### config.mk
export PLATFORM = sky130hd
export DESIGN_NAME = bulk_mem_requester
export DESIGN_NICKNAME = d
export VERILOG_FILES = /design/src/rtl/bulk_mem_requester.sv
export SDC_FILE = /design/constraint.sdc
export NUM_CORES = 1
export LEC_CHECK = 0
export BUFFER_PORTS_ARGS = -buffer_cell sky130_fd_sc_hd__buf_4
export CAP_MARGIN = 10
export CORE_UTILIZATION = 60
export DETAILED_ROUTE_END_ITERATION = 6
export GPL_TIMING_DRIVEN = 0
export PLACE_DENSITY = 0.88
export REMOVE_ABC_BUFFERS = 1
export SLEW_MARGIN = 10
export SYNTH_ARGS = -nofsm -noshare
export SYNTH_HDL_FRONTEND = slang
export SYNTH_SLANG_ARGS = --single-unit
### constraint.sdc
create_clock -name CLK_n -period 6.5 [get_ports CLK_n]
set_input_delay 1.3 -clock CLK_n [delete_from_list [all_inputs] [get_ports CLK_n]]
set_output_delay 1.3 -clock CLK_n [all_outputs]
set_load 0.005 [all_outputs]
### src/rtl/bulk_mem_requester.sv
// Block-transfer master for the DDR controller bulk port: one 32-bit access
// per word over the request/align handshake, with write and read FIFOs.
module bulk_mem_requester #(
    parameter int FIFO_AW = 4,
    parameter int CNT_W   = 16
) (
    input  logic             CLK_n,
    input  logic             RST,
    input  logic             start,
    input  logic [25:0]      start_address,
    input  logic [CNT_W-1:0] word_count,
    input  logic             dir_write,
    input  logic             abort,
    output logic             busy,
    output logic             done,
    output logic             aborted,
    input  logic [31:0]      wr_data,
    input  logic             wr_valid,
    output logic             wr_ready,
    output logic [31:0]      rd_data,
    output logic             rd_valid,
    input  logic             rd_ready,
    output logic [25:0]      bulk_req_address,
    output logic             bulk_req_we,
    output logic [3:0]       bulk_req_we_array,
    output logic             bulk_req,
    input  logic             bulk_req_ack,
    output logic             bulk_req_algn,
    input  logic             bulk_req_algn_ack,
    output logic [31:0]      bulk_req_datain,
    input  logic [31:0]      user_req_dataout
);

    localparam int DEPTH = 1 << FIFO_AW;
    localparam logic [FIFO_AW:0] FULL_CNT = (FIFO_AW + 1)'(DEPTH);

    typedef enum logic [2:0] {
        S_IDLE,
        S_WAIT,
        S_REQ,
        S_ALGN,
        S_DONE
    } state_t;

    state_t r_state;
    state_t w_nextState;

    logic [25:0]      r_addr;
    logic [CNT_W-1:0] r_remaining;
    logic             r_dirWrite;
    logic             r_aborted;
    logic             r_abortSeen;
    logic             r_zeroXfer;

    logic [31:0]        r_wrMem [DEPTH];
    logic [FIFO_AW-1:0] r_wrWrPtr;
    logic [FIFO_AW-1:0] r_wrRdPtr;
    logic [FIFO_AW:0]   r_wrCount;

    logic [31:0]        r_rdMem [DEPTH];
    logic [FIFO_AW-1:0] r_rdWrPtr;
    logic [FIFO_AW-1:0] r_rdRdPtr;
    logic [FIFO_AW:0]   r_rdCount;

    logic w_wrEmpty;
    logic w_wrFull;
    logic w_rdEmpty;
    logic w_rdFull;
    logic w_wrPush;
    logic w_wrPop;
    logic w_rdPush;
    logic w_rdPop;
    logic w_dataAck;
    logic w_gateOpen;
    logic w_zeroLeft;
    logic w_lastWord;

    assign w_wrEmpty  = (r_wrCount == '0);
    assign w_wrFull   = (r_wrCount == FULL_CNT);
    assign w_rdEmpty  = (r_rdCount == '0);
    assign w_rdFull   = (r_rdCount == FULL_CNT);
    assign w_dataAck  = (r_state == S_ALGN) && bulk_req_algn_ack;
    assign w_wrPush   = wr_valid && !w_wrFull;
    assign w_wrPop    = w_dataAck && r_dirWrite && !w_wrEmpty;
    assign w_rdPush   = w_dataAck && !r_dirWrite && !w_rdFull;
    assign w_rdPop    = rd_ready && !w_rdEmpty;
    assign w_gateOpen = r_dirWrite ? !w_wrEmpty : !w_rdFull;
    assign w_zeroLeft = (r_remaining == '0);
    assign w_lastWord = (r_remaining == CNT_W'(1));

    assign busy              = (r_state == S_WAIT) || (r_state == S_REQ) ||
                               (r_state == S_ALGN) ||
                               ((r_state == S_DONE) && !r_zeroXfer);
    assign done              = (r_state == S_DONE);
    assign aborted           = r_aborted;
    assign bulk_req          = (r_state == S_REQ);
    assign bulk_req_algn     = (r_state == S_ALGN);
    assign bulk_req_address  = r_addr;
    assign bulk_req_we       = r_dirWrite;
    assign bulk_req_we_array = {4{r_dirWrite}};
    assign bulk_req_datain   = r_wrMem[r_wrRdPtr];
    assign wr_ready          = !w_wrFull;
    assign rd_data           = r_rdMem[r_rdRdPtr];
    assign rd_valid          = !w_rdEmpty;

    // Write FIFO storage; contents need no reset because the count guards them.
    always_ff @(posedge CLK_n) begin
        if (w_wrPush) begin
            r_wrMem[r_wrWrPtr] <= wr_data;
        end
    end

    // Write FIFO pointers and occupancy, with simultaneous push and pop allowed.
    always_ff @(posedge CLK_n or posedge RST) begin
        if (RST) begin
            r_wrWrPtr <= '0;
            r_wrRdPtr <= '0;
            r_wrCount <= '0;
        end else begin
            if (w_wrPush) begin
                r_wrWrPtr <= r_wrWrPtr + 1'b1;
            end
            if (w_wrPop) begin
                r_wrRdPtr <= r_wrRdPtr + 1'b1;
            end
            case ({w_wrPush, w_wrPop})
                2'b10:   r_wrCount <= r_wrCount + 1'b1;
                2'b01:   r_wrCount <= r_wrCount - 1'b1;
                default: r_wrCount <= r_wrCount;
            endcase
        end
    end

    // Read FIFO storage, filled from the controller's read data on align ack.
    always_ff @(posedge CLK_n) begin
        if (w_rdPush) begin
            r_rdMem[r_rdWrPtr] <= user_req_dataout;
        end
    end

    // Read FIFO pointers and occupancy, drained by the consumer at any time.
    always_ff @(posedge CLK_n or posedge RST) begin
        if (RST) begin
            r_rdWrPtr <= '0;
            r_rdRdPtr <= '0;
            r_rdCount <= '0;
        end else begin
            if (w_rdPush) begin
                r_rdWrPtr <= r_rdWrPtr + 1'b1;
            end
            if (w_rdPop) begin
                r_rdRdPtr <= r_rdRdPtr + 1'b1;
            end
            case ({w_rdPush, w_rdPop})
                2'b10:   r_rdCount <= r_rdCount + 1'b1;
                2'b01:   r_rdCount <= r_rdCount - 1'b1;
                default: r_rdCount <= r_rdCount;
            endcase
        end
    end

    // Transfer state register.
    always_ff @(posedge CLK_n or posedge RST) begin
        if (RST) begin
            r_state <= S_IDLE;
        end else begin
            r_state <= w_nextState;
        end
    end

    // Next-state logic; a zero-length descriptor passes through WAIT so its
    // done pulse lands one cycle after busy, matching the normal latency.
    always_comb begin
        w_nextState = r_state;
        case (r_state)
            S_IDLE: begin
                if (start) begin
                    w_nextState = S_WAIT;
                end
            end
            S_WAIT: begin
                if (w_zeroLeft || abort) begin
                    w_nextState = S_DONE;
                end else if (w_gateOpen) begin
                    w_nextState = S_REQ;
                end
            end
            S_REQ: begin
                if (bulk_req_ack) begin
                    w_nextState = S_ALGN;
                end
            end
            S_ALGN: begin
                if (bulk_req_algn_ack) begin
                    if (w_lastWord || r_abortSeen || abort) begin
                        w_nextState = S_DONE;
                    end else begin
                        w_nextState = S_WAIT;
                    end
                end
            end
            S_DONE: begin
                w_nextState = S_IDLE;
            end
            default: begin
                w_nextState = S_IDLE;
            end
        endcase
    end

    // Descriptor, address/count progress and abort bookkeeping.
    always_ff @(posedge CLK_n or posedge RST) begin
        if (RST) begin
            r_addr      <= '0;
            r_remaining <= '0;
            r_dirWrite  <= 1'b0;
            r_aborted   <= 1'b0;
            r_abortSeen <= 1'b0;
            r_zeroXfer  <= 1'b0;
        end else begin
            case (r_state)
                S_IDLE: begin
                    if (start) begin
                        r_addr      <= start_address;
                        r_remaining <= word_count;
                        r_dirWrite  <= dir_write;
                        r_aborted   <= 1'b0;
                        r_abortSeen <= 1'b0;
                        r_zeroXfer  <= (word_count == '0);
                    end
                end
                S_WAIT: begin
                    if (!w_zeroLeft && abort) begin
                        r_aborted <= 1'b1;
                    end
                end
                S_REQ: begin
                    if (abort) begin
                        r_abortSeen <= 1'b1;
                    end
                end
                S_ALGN: begin
                    if (abort) begin
                        r_abortSeen <= 1'b1;
                    end
                    if (bulk_req_algn_ack) begin
                        r_addr      <= r_addr + 1'b1;
                        r_remaining <= r_remaining - 1'b1;
                        if (r_abortSeen || abort) begin
                            r_aborted <= 1'b1;
                        end
                    end
                end
                default: begin
                end
            endcase
        end
    end

endmodule

==> results.py <==
metrics = {
    "worst_setup_path": {
        "crit_path_top_delay_cell": "dfrtp_4",
        "required_ns": 5.20,
        "crit_path_start_kind": "flip-flop",
        "path_class": "flip-flop to output port",
        "crit_chain": "buf_16 -> buf_16 -> mux4_2 -> mux4_2 -> buf_4",
        "max_stage_delay_ns": 0.79,
        "arrival_ns": 3.53,
        "path_delay_family": "multiplexers",
        "crit_buf_inv": 3,
        "path_max_fanout": 41,
        "cp-end-kind": "output port",
    },
    "sta": {
        "maxSlewViolCount": 0,
        "rsz0062_at_grt": "no",
        "layout_setup_ws_ns": 1.672,
        "finalCritPeriodShare_pct": 74.27,
        "hold_violations": 0,
        "fmax_mhz": 207.1,
        "tightest_slew_ns": 1.049,
        "finalSetupViolations": 0,
        "fin_worst_skew_ns": 0.03930,
        "max-slew-margin-rel_pct": 29.67,
        "layout_min_cycle_time_ns": 4.828,
    },
    "finish": {
        "ff_latch_area_sq_um": 32650,
        "fin_nets": 2422,
        "drive_gt1_share_pct": 35.46,
        "finish.utilization_pct": 70.91,
        "multi_input_area_sq_um": 10240,
        "area_delta_synth_final_pct": 16.91,
        "n_fill_cell": 3863,
        "stdcell_area_sq_um": 50690,
    },
    "yosys": {
        "synth_seq_cells": 1099,
        "synth_top_family_by_area": "multiplexers",
        "synth_warnings": 0,
        "synth_fa_ha_area_share_pct": 0.6811,
        "synth_area_sq_um": 43360,
        "syn_avg_cell_area_sq_um": 21.69,
        "yosysTopAreaCell": "edfxtp_1",
        "synth.area.top_cells": "edfxtp_1 71%, mux4_2 17%, dfrtp_1 4.3%",
        "synth_edf_count": 1024,
        "async_reset_ff_share_pct": 6.824,
        "synth_cell_types": 73,
        "ys_seq_area_share_pct": 75.25,
        "synth_simple_gate_area_share_pct": 2.918,
        "ys.flop_type": "edfxtp_1",
        "synth_compound_area_share_pct": 2.268,
        "muxShareOfSynthArea_pct": 16.75,
        "synthXorXnorAreaFrac_pct": 0.4646,
        "synth_top_cell_area_share_pct": 70.92,
        "syn_inst": 1999,
    },
    "clock_tree": {
        "cts_hold_buf": 0,
        "cts_setup_buffers": 0,
        "cts_tree": "done",
        "cts_buffers": 105,
        "cts_buffer_depth": 3,
        "htree_levels": 3,
        "cts.sinks": 1099,
        "cts_root_buffer": "clkbuf_16",
        "ctsResizeCount": 0,
        "cts.clk_slew.worst_paths_ns": 0.06,
        "clkLatencyLatePin_ns": 0.67,
    },
    "floorplan": {
        "core_area_sq_um": 71490,
        "core.rowCount": 98,
        "pin_count": 217,
        "initial_utilization_pct": 60.65,
        "dieArea_sq_um": 73340,
        "die_w_um": 270.8,
        "die_y_um": 270.8,
    },
    "routing": {
        "drt-initial-drc-count": 2933,
        "dr.pass1.iters": 7,
        "ant_nets": 0,
        "wl_per_cell_um": 34.68,
        "via_per_inst": 6.984,
        "finalWirelength_mm": 115.4,
        "route.detailed.drc": 0,
        "vias": 23250,
    },
    "place": {
        "port_buffers": 216,
        "pre_cts_ws_ns": 2.119,
        "gp_congestion": 0.8161,
        "post_dp_cell_area_sq_um": 47130,
        "dpl.hpwl_mm": 61.73,
    },
    "global_routing": {
        "grt_overflow_total": 0,
        "grt_antenna_before_repair": 5,
        "grt_util_all_layers_pct": 32.04,
        "grt_pass1_vias": 23639,
        "grt_max_degree": 79,
        "grt_pass1_wl_mm": 166.6,
    },
    "power": {
        "ir_worst_vdd_mv": 0.3810,
        "p_sw_uw": 6204,
        "power_per_cell_area_nw_per_um2": 414.5,
        "swShare_pct": 29.53,
        "clock_power_share_pct": 30.2,
        "power.total_uw": 21010,
        "p_int_uw": 14810,
        "pwr-share-seq_pct": 42.8,
        "combPwrFrac_pct": 26.9,
        "leakage_uw": 0.01647,
    },
    "min_path": {
        "min_path_type": "flip-flop to flip-flop",
    },
    "status": {
        "outcome": "finished, final reports clean",
    },
    "job": {
        "drv_cap": 0,
    },
}
[metrics by stage]
step / hold slack, ns / TNS (ns) / std cells
3_3_place_gp: 0.4588 / -472.45 / 3050
3_5_place_dp: 0.4712 / 0 / 3127
5_1_grt: 0.5419 / 0 / 3326
6_report: 0.4876 / 0 / 3329
2_1_floorplan: 0.4412 / -59.30 / 1884
4_1_cts: 0.4880 / 0 / 3322
[path summary, 6_finish.rpt]
kind                               from              endpoint  slack, ns  cells after the start
max in group asynchronous           RST  bulk_req_address[25]       5.30                      3
min in group asynchronous           RST          r_wrCount[2]       0.60                      2
max reg2reg                  r_state[0]        r_remaining[6]       2.75                      7
min reg2reg                  r_zeroXfer            r_zeroXfer       0.49                      2
max                        r_wrRdPtr[0]    bulk_req_datain[6]       1.67                      5
min                          r_zeroXfer            r_zeroXfer       0.49                      2
[cell usage after synthesis, types with 3 or more instances]
cell       number
a21o_1          3
a21oi_1        54
a22oi_1         3
a2bb2oi_1       6
a311oi_1        3
a31oi_1         8
a41oi_1         3
and2_1          4
and3_1          8
and4_1          3
buf_1          22
buf_2          22
buf_4           4
buf_6          23
clkbuf_1       43
dfrtp_1        75
edfxtp_1     1024
ha_1           22
inv_1          19
mux2_2          3
mux4_2        320
nand2_1        57
nand2b_1        6
nand3_1        16
nand3b_1        3
nand4_1        17
nor2_1         69
nor3_1         19
nor4_1          7
o211ai_1        3
o21ai_0        36
o22a_1          7
o22ai_1        14
or3_1           3
or4_1           3
xnor2_1        14
xor2_1          9
[flip-flops by register name, summed over array words and instances, names as in the netlist, 4 cells and up]
| name | count |
|---|---|
| bulk_req_address | 26 |
| r_rdWrPtr | 4 |
| r_rdCount | 5 |
| r_wrRdPtr | 4 |
| r_wrCount | 5 |
| r_wrMem | 512 |
| r_wrWrPtr | 4 |
| r_rdRdPtr | 4 |
| r_rdMem | 512 |
| r_remaining | 16 |
[layout make-up]
| class | count | share of cell area, % |
|---|---|---|
| Clock inverter | 83 | 1.743 |
| Clock buffer | 112 | 5.235 |
| Sequential cell | 1099 | 64.42 |
| Antenna cell | 7 | 0.03456 |
| Multi-Input combinational cell | 765 | 20.19 |
| Timing Repair Buffer | 293 | 5.877 |
| Inverter | 20 | 0.1555 |
| Tap cell | 950 | 2.345 |
[kinds of logic after synthesis]
family,count (synthesis)
AO/OA/AOI/OAI,157
XOR/XNOR,23
adder cells (fa/ha/maj),23
buffers and inverters,135
flip-flops,1099
multiplexers,325
AND/OR/NAND/NOR,237
[layout by cell type (no fill, tap or decap), types with 4 or more instances in the layout]
cell type	instances
o22ai_1	14
nand4_1	17
diode_2	7
nand2_1	56
and2_1	4
xor2_1	9
nor2_1	45
nor3_2	9
inv_6	4
buf_6	5
and3_1	8
clkinv_1	27
dfrtp_1	67
mux4_2	320
dfrtp_4	6
nor4_1	7
xnor2_1	14
ha_1	22
buf_4	241
nand3_1	16
buf_16	25
o22a_1	7
edfxtp_1	1024
nor3_1	11
clkinvlp_4	5
clkbuf_16	105
bufinv_16	14
a31oi_1	8
clkinv_2	27
buf_12	19
nor2_4	25
inv_1	18
a2bb2oi_1	6
o21ai_0	36
a21oi_1	54
clkbuf_1	7
nand2b_1	6
[worst reg2reg max path: cells and delay by family (launching register included)]
family,cells,cell delay [ns]
buf+inv,2,1.26
compound gates,3,1.00
simple gates,2,0.82
flops,1,0.53
[power groups by stage]
stage | clock (uW) | combinational [uW] | sequential (uW)
after global placement | 0 | 5030 | 9730
after detailed placement | 0 | 5480 | 9090
after global routing | 6630 | 5940 | 9060
after CTS | 6390 | 5670 | 8990
after floorplan | 0 | 3390 | 9350
final | 6350 | 5660 | 9000
[layer usage]
layer | global-route usage (%) | share of wire [%] | routed length (um) | vias to the layer above
li1 | - | - | - | 8990
met4 | 13.44 | 4.3 | 4999 | 2
met2 | 54.62 | 52 | 59960 | 1841
met5 | 0 | 0.0078 | 9 | -
met1 | 41.16 | 34 | 39510 | 12121
met3 | 5.352 | 9.5 | 10950 | 296
No activity file was read; power rests on OpenSTA's default activity.
